==> src/rtl/core_control_fsm_if.sv <==
// Handshake and control bundle between the core sequencer and its surroundings.
// The master side is the sequencer; the slave side is the datapath/memory environment.
interface core_control_fsm_if #(
    parameter int unsigned CNT_W = 32
);
    logic [31:0]      INSTRUCTION;
    logic             IMEM_RVALID;
    logic             IMEM_RREADY;
    logic             DMEM_RVALID;
    logic             DMEM_RREADY;
    logic             DMEM_BVALID;
    logic             DMEM_BREADY;
    logic             TAKE_BRANCH;
    logic             STALL_REQ;
    logic             TRAP_CLR;
    logic [31:0]      INSTR_Q;
    logic             C_INSTR_FETCH;
    logic             C_DECODE;
    logic             C_ALU;
    logic             C_CMEM;
    logic             C_BRANCH;
    logic             C_DOLOAD;
    logic             C_DOSTORE;
    logic             C_PC_UPDATE;
    logic             C_REG_AWVALID;
    logic [3:0]       C_WB_CODE;
    logic             TRAP;
    logic [1:0]       TRAP_CAUSE;
    logic [2:0]       STATE;
    logic [CNT_W-1:0] RETIRED;

    modport master (
        input  INSTRUCTION, IMEM_RVALID, IMEM_RREADY, DMEM_RVALID, DMEM_RREADY,
               DMEM_BVALID, DMEM_BREADY, TAKE_BRANCH, STALL_REQ, TRAP_CLR,
        output INSTR_Q, C_INSTR_FETCH, C_DECODE, C_ALU, C_CMEM, C_BRANCH,
               C_DOLOAD, C_DOSTORE, C_PC_UPDATE, C_REG_AWVALID, C_WB_CODE,
               TRAP, TRAP_CAUSE, STATE, RETIRED
    );

    modport slave (
        output INSTRUCTION, IMEM_RVALID, IMEM_RREADY, DMEM_RVALID, DMEM_RREADY,
               DMEM_BVALID, DMEM_BREADY, TAKE_BRANCH, STALL_REQ, TRAP_CLR,
        input  INSTR_Q, C_INSTR_FETCH, C_DECODE, C_ALU, C_CMEM, C_BRANCH,
               C_DOLOAD, C_DOSTORE, C_PC_UPDATE, C_REG_AWVALID, C_WB_CODE,
               TRAP, TRAP_CAUSE, STATE, RETIRED
    );
endinterface

==> src/rtl/core_control_fsm.sv <==
// Multi-cycle RV32I sequencer: IFETCH -> IDECODE -> EXEC -> MEM -> WB,
// with handshake timeouts, an illegal-opcode trap, fetch stall and retire counter.
module core_control_fsm #(
    parameter int unsigned IMEM_TIMEOUT = 16,
    parameter int unsigned DMEM_TIMEOUT = 16,
    parameter int unsigned TO_W         = 8,
    parameter int unsigned CNT_W        = 32
) (
    input  logic             CLK,
    input  logic             RST,
    core_control_fsm_if.master bus
);
    typedef enum logic [2:0] {
        S_IFETCH  = 3'd0,
        S_IDECODE = 3'd1,
        S_EXEC    = 3'd2,
        S_MEM     = 3'd3,
        S_WB      = 3'd4,
        S_TRAP    = 3'd5
    } state_t;

    localparam logic [6:0] OP_JAL    = 7'b1101111;
    localparam logic [6:0] OP_JALR   = 7'b1100111;
    localparam logic [6:0] OP_LUI    = 7'b0110111;
    localparam logic [6:0] OP_AUIPC  = 7'b0010111;
    localparam logic [6:0] OP_FENCE  = 7'b0001111;
    localparam logic [6:0] OP_R      = 7'b0110011;
    localparam logic [6:0] OP_IALU   = 7'b0010011;
    localparam logic [6:0] OP_LOAD   = 7'b0000011;
    localparam logic [6:0] OP_STORE  = 7'b0100011;
    localparam logic [6:0] OP_BRANCH = 7'b1100011;

    localparam logic [TO_W-1:0] IMEM_LAST = TO_W'((IMEM_TIMEOUT == 0) ? 0 : IMEM_TIMEOUT - 1);
    localparam logic [TO_W-1:0] DMEM_LAST = TO_W'((DMEM_TIMEOUT == 0) ? 0 : DMEM_TIMEOUT - 1);
    localparam logic            IMEM_TO_EN = (IMEM_TIMEOUT != 0);
    localparam logic            DMEM_TO_EN = (DMEM_TIMEOUT != 0);

    state_t           r_state;
    logic [31:0]      r_instr;
    logic [TO_W-1:0]  r_to_cnt;
    logic [1:0]       r_cause;
    logic             r_brflag;
    logic [CNT_W-1:0] r_retired;
    logic             r_decode, r_alu, r_cmem, r_branch, r_doload, r_dostore;
    logic             r_pc_update, r_reg_awvalid, r_trap;
    logic [3:0]       r_wb_code;

    state_t           w_next_state;
    logic [31:0]      w_next_instr;
    logic [TO_W-1:0]  w_next_cnt;
    logic [1:0]       w_next_cause;
    logic             w_next_brflag;
    logic [CNT_W-1:0] w_next_retired;
    logic             w_decode, w_alu, w_cmem, w_branch, w_doload, w_dostore;
    logic             w_pc_update, w_reg_awvalid, w_trap;
    logic [3:0]       w_wb_code;

    logic [6:0] w_op;
    logic       w_is_alu, w_is_load, w_is_store, w_is_branch;
    logic       w_is_jal, w_is_jalr, w_is_lui, w_is_auipc, w_is_fence;
    logic       w_fetch_hs, w_mem_hs;

    assign w_op        = r_instr[6:0];
    assign w_is_alu    = (w_op == OP_R) || (w_op == OP_IALU);
    assign w_is_load   = (w_op == OP_LOAD);
    assign w_is_store  = (w_op == OP_STORE);
    assign w_is_branch = (w_op == OP_BRANCH);
    assign w_is_jal    = (w_op == OP_JAL);
    assign w_is_jalr   = (w_op == OP_JALR);
    assign w_is_lui    = (w_op == OP_LUI);
    assign w_is_auipc  = (w_op == OP_AUIPC);
    assign w_is_fence  = (w_op == OP_FENCE);

    assign w_fetch_hs = bus.IMEM_RVALID & bus.IMEM_RREADY & ~bus.STALL_REQ;
    assign w_mem_hs   = w_is_load ? (bus.DMEM_RVALID & bus.DMEM_RREADY)
                                  : (bus.DMEM_BVALID & bus.DMEM_BREADY);

    // Next-state, timeout counter, instruction latch and retire counter update.
    always_comb begin
        w_next_state   = r_state;
        w_next_instr   = r_instr;
        w_next_cnt     = r_to_cnt;
        w_next_cause   = r_cause;
        w_next_brflag  = r_brflag;
        w_next_retired = r_retired;
        case (r_state)
            S_IFETCH: begin
                if (!bus.STALL_REQ) begin
                    if (w_fetch_hs) begin
                        w_next_instr = bus.INSTRUCTION;
                        w_next_cnt   = '0;
                        w_next_state = S_IDECODE;
                    end else if (IMEM_TO_EN && (r_to_cnt == IMEM_LAST)) begin
                        w_next_cause = 2'd2;
                        w_next_state = S_TRAP;
                    end else begin
                        w_next_cnt = r_to_cnt + TO_W'(1);
                    end
                end
            end
            S_IDECODE: begin
                if (w_is_jal || w_is_jalr || w_is_lui || w_is_auipc || w_is_fence) begin
                    w_next_state = S_WB;
                end else if (w_is_alu || w_is_load || w_is_store || w_is_branch) begin
                    w_next_state = S_EXEC;
                end else begin
                    w_next_cause = 2'd1;
                    w_next_state = S_TRAP;
                end
            end
            S_EXEC: begin
                if (w_is_branch) begin
                    w_next_brflag = bus.TAKE_BRANCH;
                end
                w_next_state = (w_is_load || w_is_store) ? S_MEM : S_WB;
            end
            S_MEM: begin
                if (w_mem_hs) begin
                    w_next_cnt   = '0;
                    w_next_state = S_WB;
                end else if (DMEM_TO_EN && (r_to_cnt == DMEM_LAST)) begin
                    w_next_cause = 2'd3;
                    w_next_state = S_TRAP;
                end else begin
                    w_next_cnt = r_to_cnt + TO_W'(1);
                end
            end
            S_WB: begin
                w_next_retired = r_retired + CNT_W'(1);
                w_next_state   = S_IFETCH;
            end
            S_TRAP: begin
                if (bus.TRAP_CLR) begin
                    w_next_cause = 2'd0;
                    w_next_cnt   = '0;
                    w_next_state = S_IFETCH;
                end
            end
            default: w_next_state = S_IFETCH;
        endcase
    end

    // Strobes for the state being entered; the opcode only changes on entry to
    // IDECODE, whose strobe is opcode-independent, so r_instr decode is valid here.
    // Registering this gives flop outputs identical in timing to decoding STATE.
    always_comb begin
        w_decode      = 1'b0;
        w_alu         = 1'b0;
        w_cmem        = 1'b0;
        w_branch      = 1'b0;
        w_doload      = 1'b0;
        w_dostore     = 1'b0;
        w_pc_update   = 1'b0;
        w_reg_awvalid = 1'b0;
        w_trap        = 1'b0;
        w_wb_code     = 4'd0;
        case (w_next_state)
            S_IDECODE: w_decode = 1'b1;
            S_EXEC: begin
                w_alu    = w_is_alu;
                w_cmem   = w_is_load | w_is_store;
                w_branch = w_is_branch;
            end
            S_MEM: begin
                w_doload  = w_is_load;
                w_dostore = w_is_store;
            end
            S_WB: begin
                w_pc_update = 1'b1;
                if (w_is_alu) begin
                    w_wb_code = 4'd1; w_reg_awvalid = 1'b1;
                end else if (w_is_branch) begin
                    w_wb_code = w_next_brflag ? 4'd2 : 4'd0;
                end else if (w_is_load) begin
                    w_wb_code = 4'd3; w_reg_awvalid = 1'b1;
                end else if (w_is_jal) begin
                    w_wb_code = 4'd4; w_reg_awvalid = 1'b1;
                end else if (w_is_jalr) begin
                    w_wb_code = 4'd5; w_reg_awvalid = 1'b1;
                end else if (w_is_lui) begin
                    w_wb_code = 4'd6; w_reg_awvalid = 1'b1;
                end else if (w_is_auipc) begin
                    w_wb_code = 4'd7; w_reg_awvalid = 1'b1;
                end
            end
            S_TRAP: w_trap = 1'b1;
            default: ;
        endcase
    end

    // State register, datapath latches and registered control strobes.
    always_ff @(posedge CLK or posedge RST) begin
        if (RST) begin
            r_state       <= S_IFETCH;
            r_instr       <= '0;
            r_to_cnt      <= '0;
            r_cause       <= '0;
            r_brflag      <= 1'b0;
            r_retired     <= '0;
            r_decode      <= 1'b0;
            r_alu         <= 1'b0;
            r_cmem        <= 1'b0;
            r_branch      <= 1'b0;
            r_doload      <= 1'b0;
            r_dostore     <= 1'b0;
            r_pc_update   <= 1'b0;
            r_reg_awvalid <= 1'b0;
            r_trap        <= 1'b0;
            r_wb_code     <= '0;
        end else begin
            r_state       <= w_next_state;
            r_instr       <= w_next_instr;
            r_to_cnt      <= w_next_cnt;
            r_cause       <= w_next_cause;
            r_brflag      <= w_next_brflag;
            r_retired     <= w_next_retired;
            r_decode      <= w_decode;
            r_alu         <= w_alu;
            r_cmem        <= w_cmem;
            r_branch      <= w_branch;
            r_doload      <= w_doload;
            r_dostore     <= w_dostore;
            r_pc_update   <= w_pc_update;
            r_reg_awvalid <= w_reg_awvalid;
            r_trap        <= w_trap;
            r_wb_code     <= w_wb_code;
        end
    end

    assign bus.C_INSTR_FETCH = (r_state == S_IFETCH) & ~bus.STALL_REQ & ~RST;
    assign bus.INSTR_Q       = r_instr;
    assign bus.C_DECODE      = r_decode;
    assign bus.C_ALU         = r_alu;
    assign bus.C_CMEM        = r_cmem;
    assign bus.C_BRANCH      = r_branch;
    assign bus.C_DOLOAD      = r_doload;
    assign bus.C_DOSTORE     = r_dostore;
    assign bus.C_PC_UPDATE   = r_pc_update;
    assign bus.C_REG_AWVALID = r_reg_awvalid;
    assign bus.C_WB_CODE     = r_wb_code;
    assign bus.TRAP          = r_trap;
    assign bus.TRAP_CAUSE    = r_cause;
    assign bus.STATE         = r_state;
    assign bus.RETIRED       = r_retired;
endmodule
==> src/flat_wrapper.sv <==
// flat-port wrapper written by rule: the top's interface ports become plain ports
module core_control_fsm_flat 
#(
    parameter int unsigned IMEM_TIMEOUT = 16,
    parameter int unsigned DMEM_TIMEOUT = 16,
    parameter int unsigned TO_W         = 8,
    parameter int unsigned CNT_W        = 32
)
  (CLK, RST, bus_INSTRUCTION, bus_IMEM_RVALID, bus_IMEM_RREADY, bus_DMEM_RVALID, bus_DMEM_RREADY, bus_DMEM_BVALID, bus_DMEM_BREADY, bus_TAKE_BRANCH, bus_STALL_REQ, bus_TRAP_CLR, bus_INSTR_Q, bus_C_INSTR_FETCH, bus_C_DECODE, bus_C_ALU, bus_C_CMEM, bus_C_BRANCH, bus_C_DOLOAD, bus_C_DOSTORE, bus_C_PC_UPDATE, bus_C_REG_AWVALID, bus_C_WB_CODE, bus_TRAP, bus_TRAP_CAUSE, bus_STATE, bus_RETIRED);
  core_control_fsm_if #(.CNT_W(CNT_W)) bus_i ();
  input  logic CLK;
  input  logic RST;
  input wire logic [$bits(bus_i.INSTRUCTION)-1:0] bus_INSTRUCTION;
  input wire logic [$bits(bus_i.IMEM_RVALID)-1:0] bus_IMEM_RVALID;
  input wire logic [$bits(bus_i.IMEM_RREADY)-1:0] bus_IMEM_RREADY;
  input wire logic [$bits(bus_i.DMEM_RVALID)-1:0] bus_DMEM_RVALID;
  input wire logic [$bits(bus_i.DMEM_RREADY)-1:0] bus_DMEM_RREADY;
  input wire logic [$bits(bus_i.DMEM_BVALID)-1:0] bus_DMEM_BVALID;
  input wire logic [$bits(bus_i.DMEM_BREADY)-1:0] bus_DMEM_BREADY;
  input wire logic [$bits(bus_i.TAKE_BRANCH)-1:0] bus_TAKE_BRANCH;
  input wire logic [$bits(bus_i.STALL_REQ)-1:0] bus_STALL_REQ;
  input wire logic [$bits(bus_i.TRAP_CLR)-1:0] bus_TRAP_CLR;
  output wire logic [$bits(bus_i.INSTR_Q)-1:0] bus_INSTR_Q;
  output wire logic [$bits(bus_i.C_INSTR_FETCH)-1:0] bus_C_INSTR_FETCH;
  output wire logic [$bits(bus_i.C_DECODE)-1:0] bus_C_DECODE;
  output wire logic [$bits(bus_i.C_ALU)-1:0] bus_C_ALU;
  output wire logic [$bits(bus_i.C_CMEM)-1:0] bus_C_CMEM;
  output wire logic [$bits(bus_i.C_BRANCH)-1:0] bus_C_BRANCH;
  output wire logic [$bits(bus_i.C_DOLOAD)-1:0] bus_C_DOLOAD;
  output wire logic [$bits(bus_i.C_DOSTORE)-1:0] bus_C_DOSTORE;
  output wire logic [$bits(bus_i.C_PC_UPDATE)-1:0] bus_C_PC_UPDATE;
  output wire logic [$bits(bus_i.C_REG_AWVALID)-1:0] bus_C_REG_AWVALID;
  output wire logic [$bits(bus_i.C_WB_CODE)-1:0] bus_C_WB_CODE;
  output wire logic [$bits(bus_i.TRAP)-1:0] bus_TRAP;
  output wire logic [$bits(bus_i.TRAP_CAUSE)-1:0] bus_TRAP_CAUSE;
  output wire logic [$bits(bus_i.STATE)-1:0] bus_STATE;
  output wire logic [$bits(bus_i.RETIRED)-1:0] bus_RETIRED;
  assign bus_i.INSTRUCTION = bus_INSTRUCTION;
  assign bus_i.IMEM_RVALID = bus_IMEM_RVALID;
  assign bus_i.IMEM_RREADY = bus_IMEM_RREADY;
  assign bus_i.DMEM_RVALID = bus_DMEM_RVALID;
  assign bus_i.DMEM_RREADY = bus_DMEM_RREADY;
  assign bus_i.DMEM_BVALID = bus_DMEM_BVALID;
  assign bus_i.DMEM_BREADY = bus_DMEM_BREADY;
  assign bus_i.TAKE_BRANCH = bus_TAKE_BRANCH;
  assign bus_i.STALL_REQ = bus_STALL_REQ;
  assign bus_i.TRAP_CLR = bus_TRAP_CLR;
  assign bus_INSTR_Q = bus_i.INSTR_Q;
  assign bus_C_INSTR_FETCH = bus_i.C_INSTR_FETCH;
  assign bus_C_DECODE = bus_i.C_DECODE;
  assign bus_C_ALU = bus_i.C_ALU;
  assign bus_C_CMEM = bus_i.C_CMEM;
  assign bus_C_BRANCH = bus_i.C_BRANCH;
  assign bus_C_DOLOAD = bus_i.C_DOLOAD;
  assign bus_C_DOSTORE = bus_i.C_DOSTORE;
  assign bus_C_PC_UPDATE = bus_i.C_PC_UPDATE;
  assign bus_C_REG_AWVALID = bus_i.C_REG_AWVALID;
  assign bus_C_WB_CODE = bus_i.C_WB_CODE;
  assign bus_TRAP = bus_i.TRAP;
  assign bus_TRAP_CAUSE = bus_i.TRAP_CAUSE;
  assign bus_STATE = bus_i.STATE;
  assign bus_RETIRED = bus_i.RETIRED;
  core_control_fsm #(.IMEM_TIMEOUT(IMEM_TIMEOUT), .DMEM_TIMEOUT(DMEM_TIMEOUT), .TO_W(TO_W), .CNT_W(CNT_W)) u_core (.CLK(CLK), .RST(RST), .bus(bus_i));
endmodule
==> config.mk <==
export PLATFORM = sky130hd
export DESIGN_NAME = core_control_fsm_flat
export DESIGN_NICKNAME = d
export VERILOG_FILES = /design/src/rtl/core_control_fsm_if.sv /design/src/rtl/core_control_fsm.sv /design/src/flat_wrapper.sv
export SDC_FILE = /design/constraint.sdc
export NUM_CORES = 1
export LEC_CHECK = 0
export ABC_AREA = 1
export CAP_MARGIN = 5
export CORE_MARGIN = 2
export CORE_UTILIZATION = 49
export CTS_BUF_LIST = sky130_fd_sc_hd__clkbuf_4
export CTS_CLUSTER_DIAMETER = 120
export DETAILED_ROUTE_END_ITERATION = 7
export PLACE_DENSITY = 0.84
export SYNTH_ARGS = -nofsm -noshare
export SYNTH_HDL_FRONTEND = slang
export SYNTH_SLANG_ARGS = --single-unit
==> constraint.sdc <==
create_clock -name CLK -period 3.7 [get_ports CLK]
set_input_delay 0.74 -clock CLK [delete_from_list [all_inputs] [get_ports CLK]]
set_output_delay 0.74 -clock CLK [all_outputs]
set_load 0.02 [all_outputs]
==> run summary, run 1 <==
status = finished, final reports clean
crit path kind = in2out
Mapped Area = 4330 µm²
die area = 9610 µm²
pin count of the biggest net entering global routing = 58
GRT Overall Usage = 22.1%
Max Fanout on Critical Path = 4
worst path required time = 2.96 ns
clock sink count = 90
total gr overflow = 0
Num CTS Buffers = 9
deepest clock path buffer count = 2
area grow syn2layout = 35.1%
PwrDens = 613 nW/µm²
VDD IR max = 0.000434 V
max_cap viols = 0
Die W = 98.1 µm
layout cells sized above 1 = 7.84%
Cell variety after synth = 31
# H-tree levels = 3
register area share after synthesis = 52.0%
synthesis warning total = 0
Worst Tran Pin Value = 0.954 ns
Slew headroom = 36.3%
TritonRoute pass-1 iters = 4
final WL = 9.99 mm
Final ANT Viol Nets = 0
CP max stage delay = 0.64 ns
worst min path class = reg2reg
initial antenna violation count = 0
Root Buffer = clkbuf_4
# hold bufs at CTS = 0
Reg2Reg Setup Slack = 1.84 ns
# diodes = 0
Worst Skew = 0.0146 ns
HPWL Detailed = 7.66 mm
FP Rows = 34
Die H = 98.1 µm
# IOs = 126
Finished Layout Cells = 771
Placeable Area = 8640 µm²
filler instances = 696
crit share post-route = 77.1%
R2R depth = 8
setup bufs post-CTS = 0
Hold Fails Final Rpt = 0
Top delay family on crit path = buffers and inverters
Min-Delay Endpoint = u_core.bus.INSTR_Q[16]
Leak = 0.00279 µW
FF-to-FF Start = u_core.bus.STATE[2]
Syn Nets = 573
PortBufs = 124
setup TNS = 0 ns
drt wl/cell = 13.0 µm
nets@finish = 703
# setup viols final = 0
initial drt markers = 191
min cycle time layout = 2.85 ns
post-cts resize count = 0
DRC Markers = 0
Cells after Synth = 528
CP max-delay cell = clkdlybuf4s50_1
critical-path cell list = clkdlybuf4s50_1, nor3_1, clkdlybuf4s50_1
clk_lat worst skew = 0.44 ns
Critical Path AT = 2.11 ns
routed via count = 3828
first-pass GRT wire length = 17.3 mm
Setup crit start kind = input port
FF-to-FF End = u_core.bus.INSTR_Q[5]
most used cell, CP = clkdlybuf4s50_1
routed vias/inst = 4.96
routability cong. = 0.908
Fmax = 351 MHz
Starting Density = 50.2%
Mapped Avg Cell Area = 8.21 µm²
CTS tree = built
# placed instances = 755
vias in the first global route = 3760
#FFs+latches synth = 90
clk slew on worst S/H paths = 0.14 ns
max-slew violations = 0
RSZ-0062 raised after global routing = false
crit end category = output port
hold depth = 2
WP buf/inv = 2
Hold Path Origin = u_core.bus.INSTR_Q[16]
==> registers in the layout, summed over array words and instances, names as in the netlist, 2 cells and up <==
name and flops:
u_core.bus.INSTR_Q 32, u_core.r_to_cnt 8, u_core.bus.TRAP_CAUSE 2, u_core.bus.STATE 3, u_core.bus.RETIRED 32, u_core.bus.C_WB_CODE 3
==> worst max path at each step <==
stage	start	depth (start not counted)	endpoint
6_report	bus_STALL_REQ	3	bus_C_INSTR_FETCH
4_1_cts	bus_STALL_REQ	3	bus_C_INSTR_FETCH
3_3_place_gp	bus_STALL_REQ	3	bus_C_INSTR_FETCH
3_5_place_dp	bus_STALL_REQ	3	bus_C_INSTR_FETCH
5_1_grt	bus_STALL_REQ	3	bus_C_INSTR_FETCH
2_1_floorplan	RST	1	u_core.bus.C_ALU
==> worst min-delay path, cell delays in order (launching register included) <==
cell,delay (ns)
dfrtp_1,0.37
nand2_1,0.06
nand2_1,0.05
==> kinds of logic (layout without fill, tap and decap cells) <==
group	Yosys count	after routing	share of synthesized area, %
fa+ha+maj	2	2	0.577
compound gates	29	29	3.87
other cells	1	1	0.0865
flops	90	90	52.0
simple gates	316	316	31.6
xor+xnor	33	33	6.67
buf+inv	57	192	5.28
==> final cells by class <==
cell class | instances | area, µm² | share of cell area (%)
Timing Repair Buffer | 127 | 1260 | 21.6
Clock buffer | 10 | 75.1 | 1.28
Multi-Input combinational cell | 381 | 1850 | 31.7
Sequential cell | 90 | 2250 | 38.5
Inverter | 49 | 185 | 3.16
Clock inverter | 6 | 90.1 | 1.54
Tap cell | 108 | 135 | 2.31
==> power breakdown <==
part	total, µW	internal [µW]	leakage [µW]	switching, µW
Combinational	1520	660	0.00152	859
Sequential	1450	1240	0.00119	211
Clock	618	284	0.0000822	334
Total	3590	2190	0.00279	1400
==> cells in the final DEF, fill, tap and decap left out, types with 10 or more instances in the layout <==
master,Yosys,routed
clkbuf_4,0,10
clkdlybuf4s50_1,0,124
dfrtp_1,90,90
inv_1,41,40
nand2_1,191,191
nand3_1,19,19
nor2_1,64,64
o21ai_0,16,16
xnor2_1,15,15
xor2_1,18,18
==> through the flow <==
step                      power [µW]  instance area, µm²  util [%]  worst slack [ns]  hold WS (ns)
after detailed placement        3000                5690      65.9             0.875         0.466
after CTS                       3630                5850      67.8             0.858         0.498
after global placement          2950                5690      65.9             0.884         0.462
after floorplan                 2310                4330         -             0.625         0.500
after global routing            3830                5850      67.8             0.814         0.526
final                           3590                5850      67.8             0.849         0.500
==> metal layers <==
layer / wire length [µm] / global-route usage, %
met5: 0 / 0
met4: 170 / 7.16
met3: 764 / 5.58
met2: 4890 / 36.4
met1: 4160 / 28.8
==> synth_stat cells <==
cell type | number | share of area (%)
inv_1 | 41 | 3.6
dfrtp_1 | 90 | 52
ha_1 | 2 | 0.58
clkbuf_1 | 3 | 0.26
buf_2 | 3 | 0.35
nand3_1 | 19 | 2.2
xnor2_1 | 15 | 3.0
nand3b_1 | 2 | 0.35
xor2_1 | 18 | 3.6
a21oi_2 | 1 | 0.20
a21oi_1 | 4 | 0.46
o21ai_0 | 16 | 1.8
nor3_1 | 9 | 1.0
nand4_1 | 7 | 1.0
nand4_2 | 1 | 0.29
conb_1 | 1 | 0.087
nand2_2 | 3 | 0.43
a21boi_0 | 1 | 0.17
nor4_1 | 1 | 0.14
buf_4 | 1 | 0.17
buf_6 | 1 | 0.26
o21ai_1 | 6 | 0.69
nor2_4 | 6 | 1.6
nor2_2 | 7 | 1.0
o211ai_4 | 1 | 0.49
nand2_4 | 2 | 0.52
inv_2 | 8 | 0.69
nor3_2 | 1 | 0.23
nand2_1 | 191 | 17
nor2_1 | 64 | 5.5
nand3_2 | 3 | 0.69
Power figures use the tool's default switching activity.
==> run 2: changes to the inputs <==
Settings changed: CORE_UTILIZATION 49 to 44, PLACE_DENSITY 0.84 to 0.8.
Clock period 3.7 ns to 2.5 ns, I/O delays scaled along.
==> run 2 against run 1 <==
Net effect:
- sequential power is 48% higher
- worst setup slack worse by 0.53 ns
- final area grew 0.38%
- utilization down 7.1 points
- first-iteration DRC count fell by 14%
- critical path type is now reg2out
- largest cell class unchanged
- largest power group unchanged
==> run summary, run 2 (synthesis results as in run 1) <==
status = finished, final reports clean
Power Total = 5190 µW
DRC Markers = 0
clk_lat worst skew = 0.41 ns
Final ANT Viol Nets = 0
pin count of the biggest net entering global routing = 91
# H-tree levels = 3
Post-Route Utilization = 60.7%
clk slew on worst S/H paths = 0.13 ns
CP max stage delay = 0.50 ns
Top delay family on crit path = buffers and inverters
initial antenna violation count = 0
max_cap viols = 0
drt wl/cell = 12.6 µm
Finished Layout Cells = 797
Hold Fails Final Rpt = 0
Setup crit start kind = register
nets@finish = 704
# IOs = 126
FP Rows = 36
Leak = 0.00279 µW
CP max-delay cell = dfrtp_1
Reg2Reg Setup Slack = 0.61 ns
WP buf/inv = 2
HPWL Detailed = 7.72 mm
critical-path cell list = inv_2, nand2_4, nor3_1, dlygate4sd2_1
min cycle time layout = 2.18 ns
Worst Skew = 0.0144 ns
PwrDens = 883 nW/µm²
Starting Density = 44.8%
first-pass GRT wire length = 16.3 mm
GRT Overall Usage = 19.4%
total gr overflow = 0
initial drt markers = 165
# placed instances = 781
area grow syn2layout = 35.6%
# setup viols final = 0
layout cells sized above 1 = 7.83%
Fmax = 458 MHz
PortBufs = 124
routed vias/inst = 4.77
deepest clock path buffer count = 2
RSZ-0062 raised after global routing = false
VDD IR max = 0.000721 V
commonest non-fill, non-tap cell in the layout = nand2_1
setup TNS = 0 ns
routed via count = 3802
Die H = 103 µm
Placeable Area = 9680 µm²
TritonRoute pass-1 iters = 4
CTS tree = built
setup bufs post-CTS = 0
most frequent cells in the layout = nand2_1, clkdlybuf4s50_1, dfrtp_1
worst min path class = reg2reg
Root Buffer = clkbuf_4
worst path required time = 2.00 ns
vias in the first global route = 3653
# hold bufs at CTS = 0
die area = 10700 µm²
Critical Path AT = 1.68 ns
final WL = 10.1 mm
crit end category = output port
Die W = 103 µm
clock sink count = 90
routability cong. = 0.858
post-cts resize count = 1
max-slew violations = 0
Max Fanout on Critical Path = 7
crit share post-route = 87.4%
filler instances = 859
crit path kind = reg2out
Num CTS Buffers = 9
# diodes = 0
-- run 2: cell count changes in the layout (fill, tap and decap cells not counted), sizes merged --
| cell | delta |
|---|---|
| clkdlybuf4s50 | -1 |
| buf | +1 |
| clkbuf | -1 |
| bufinv | -1 |
| dlygate4sd2 | +1 |
| clkinv | +2 |
-- run 2: final timing paths --
kind	from	depth (start not counted)	end
setup / recovery	u_core.bus.STATE[2]	4	bus_C_INSTR_FETCH
hold / removal	u_core.bus.INSTR_Q[27]	2	u_core.bus.INSTR_Q[27]
setup reg to reg	u_core.r_to_cnt[0]	12	u_core.bus.TRAP_CAUSE[0]
hold reg to reg	u_core.bus.INSTR_Q[27]	2	u_core.bus.INSTR_Q[27]
max in group asynchronous	RST	3	u_core.bus.STATE[1]
min in group asynchronous	RST	3	u_core.r_to_cnt[4]
-- run 2: per-stage QoR --
stage                     hold WS [ns]  area (µm²)  worst slack (ns)
final                            0.495        5880             0.316
after global routing             0.517        5880             0.232
after CTS                        0.498        5880             0.284
after detailed placement         0.464        5740             0.232
after global placement           0.462        5740             0.227
after floorplan                  0.500        4340             0.758
-- run 2: routing by layer --
layer | global-route usage [%] | up-vias | share of wire (%)
li1 | - | 1895 | -
met1 | 25.0 | 1788 | 44
met2 | 32.6 | 108 | 49
met3 | 5.11 | 11 | 5.7
met4 | 5.47 | 0 | 1.3
met5 | 0 | - | 0
-- run 2: final cells by class --
type | instances | area, µm² | share of cell area, %
tap | 133 | 166 | 2.83
timing repair buffer | 128 | 1280 | 21.8
clock inverter | 7 | 67.6 | 1.15
clock buffer | 9 | 67.6 | 1.15
multi-input combinational | 381 | 1850 | 31.5
inverter | 49 | 188 | 3.19
sequential | 90 | 2250 | 38.3
-- run 2: power breakdown --
part	internal [µW]	leakage (µW)	switching (µW)
Clock	303	0.0000714	484
Sequential	1840	0.00119	311
Combinational	979	0.00153	1270
-- run 2: tightest hold or removal path: stages, from the launching register on --
cell	delay, ns
dfrtp_1	0.37
nand2_1	0.05
nand2_1	0.05
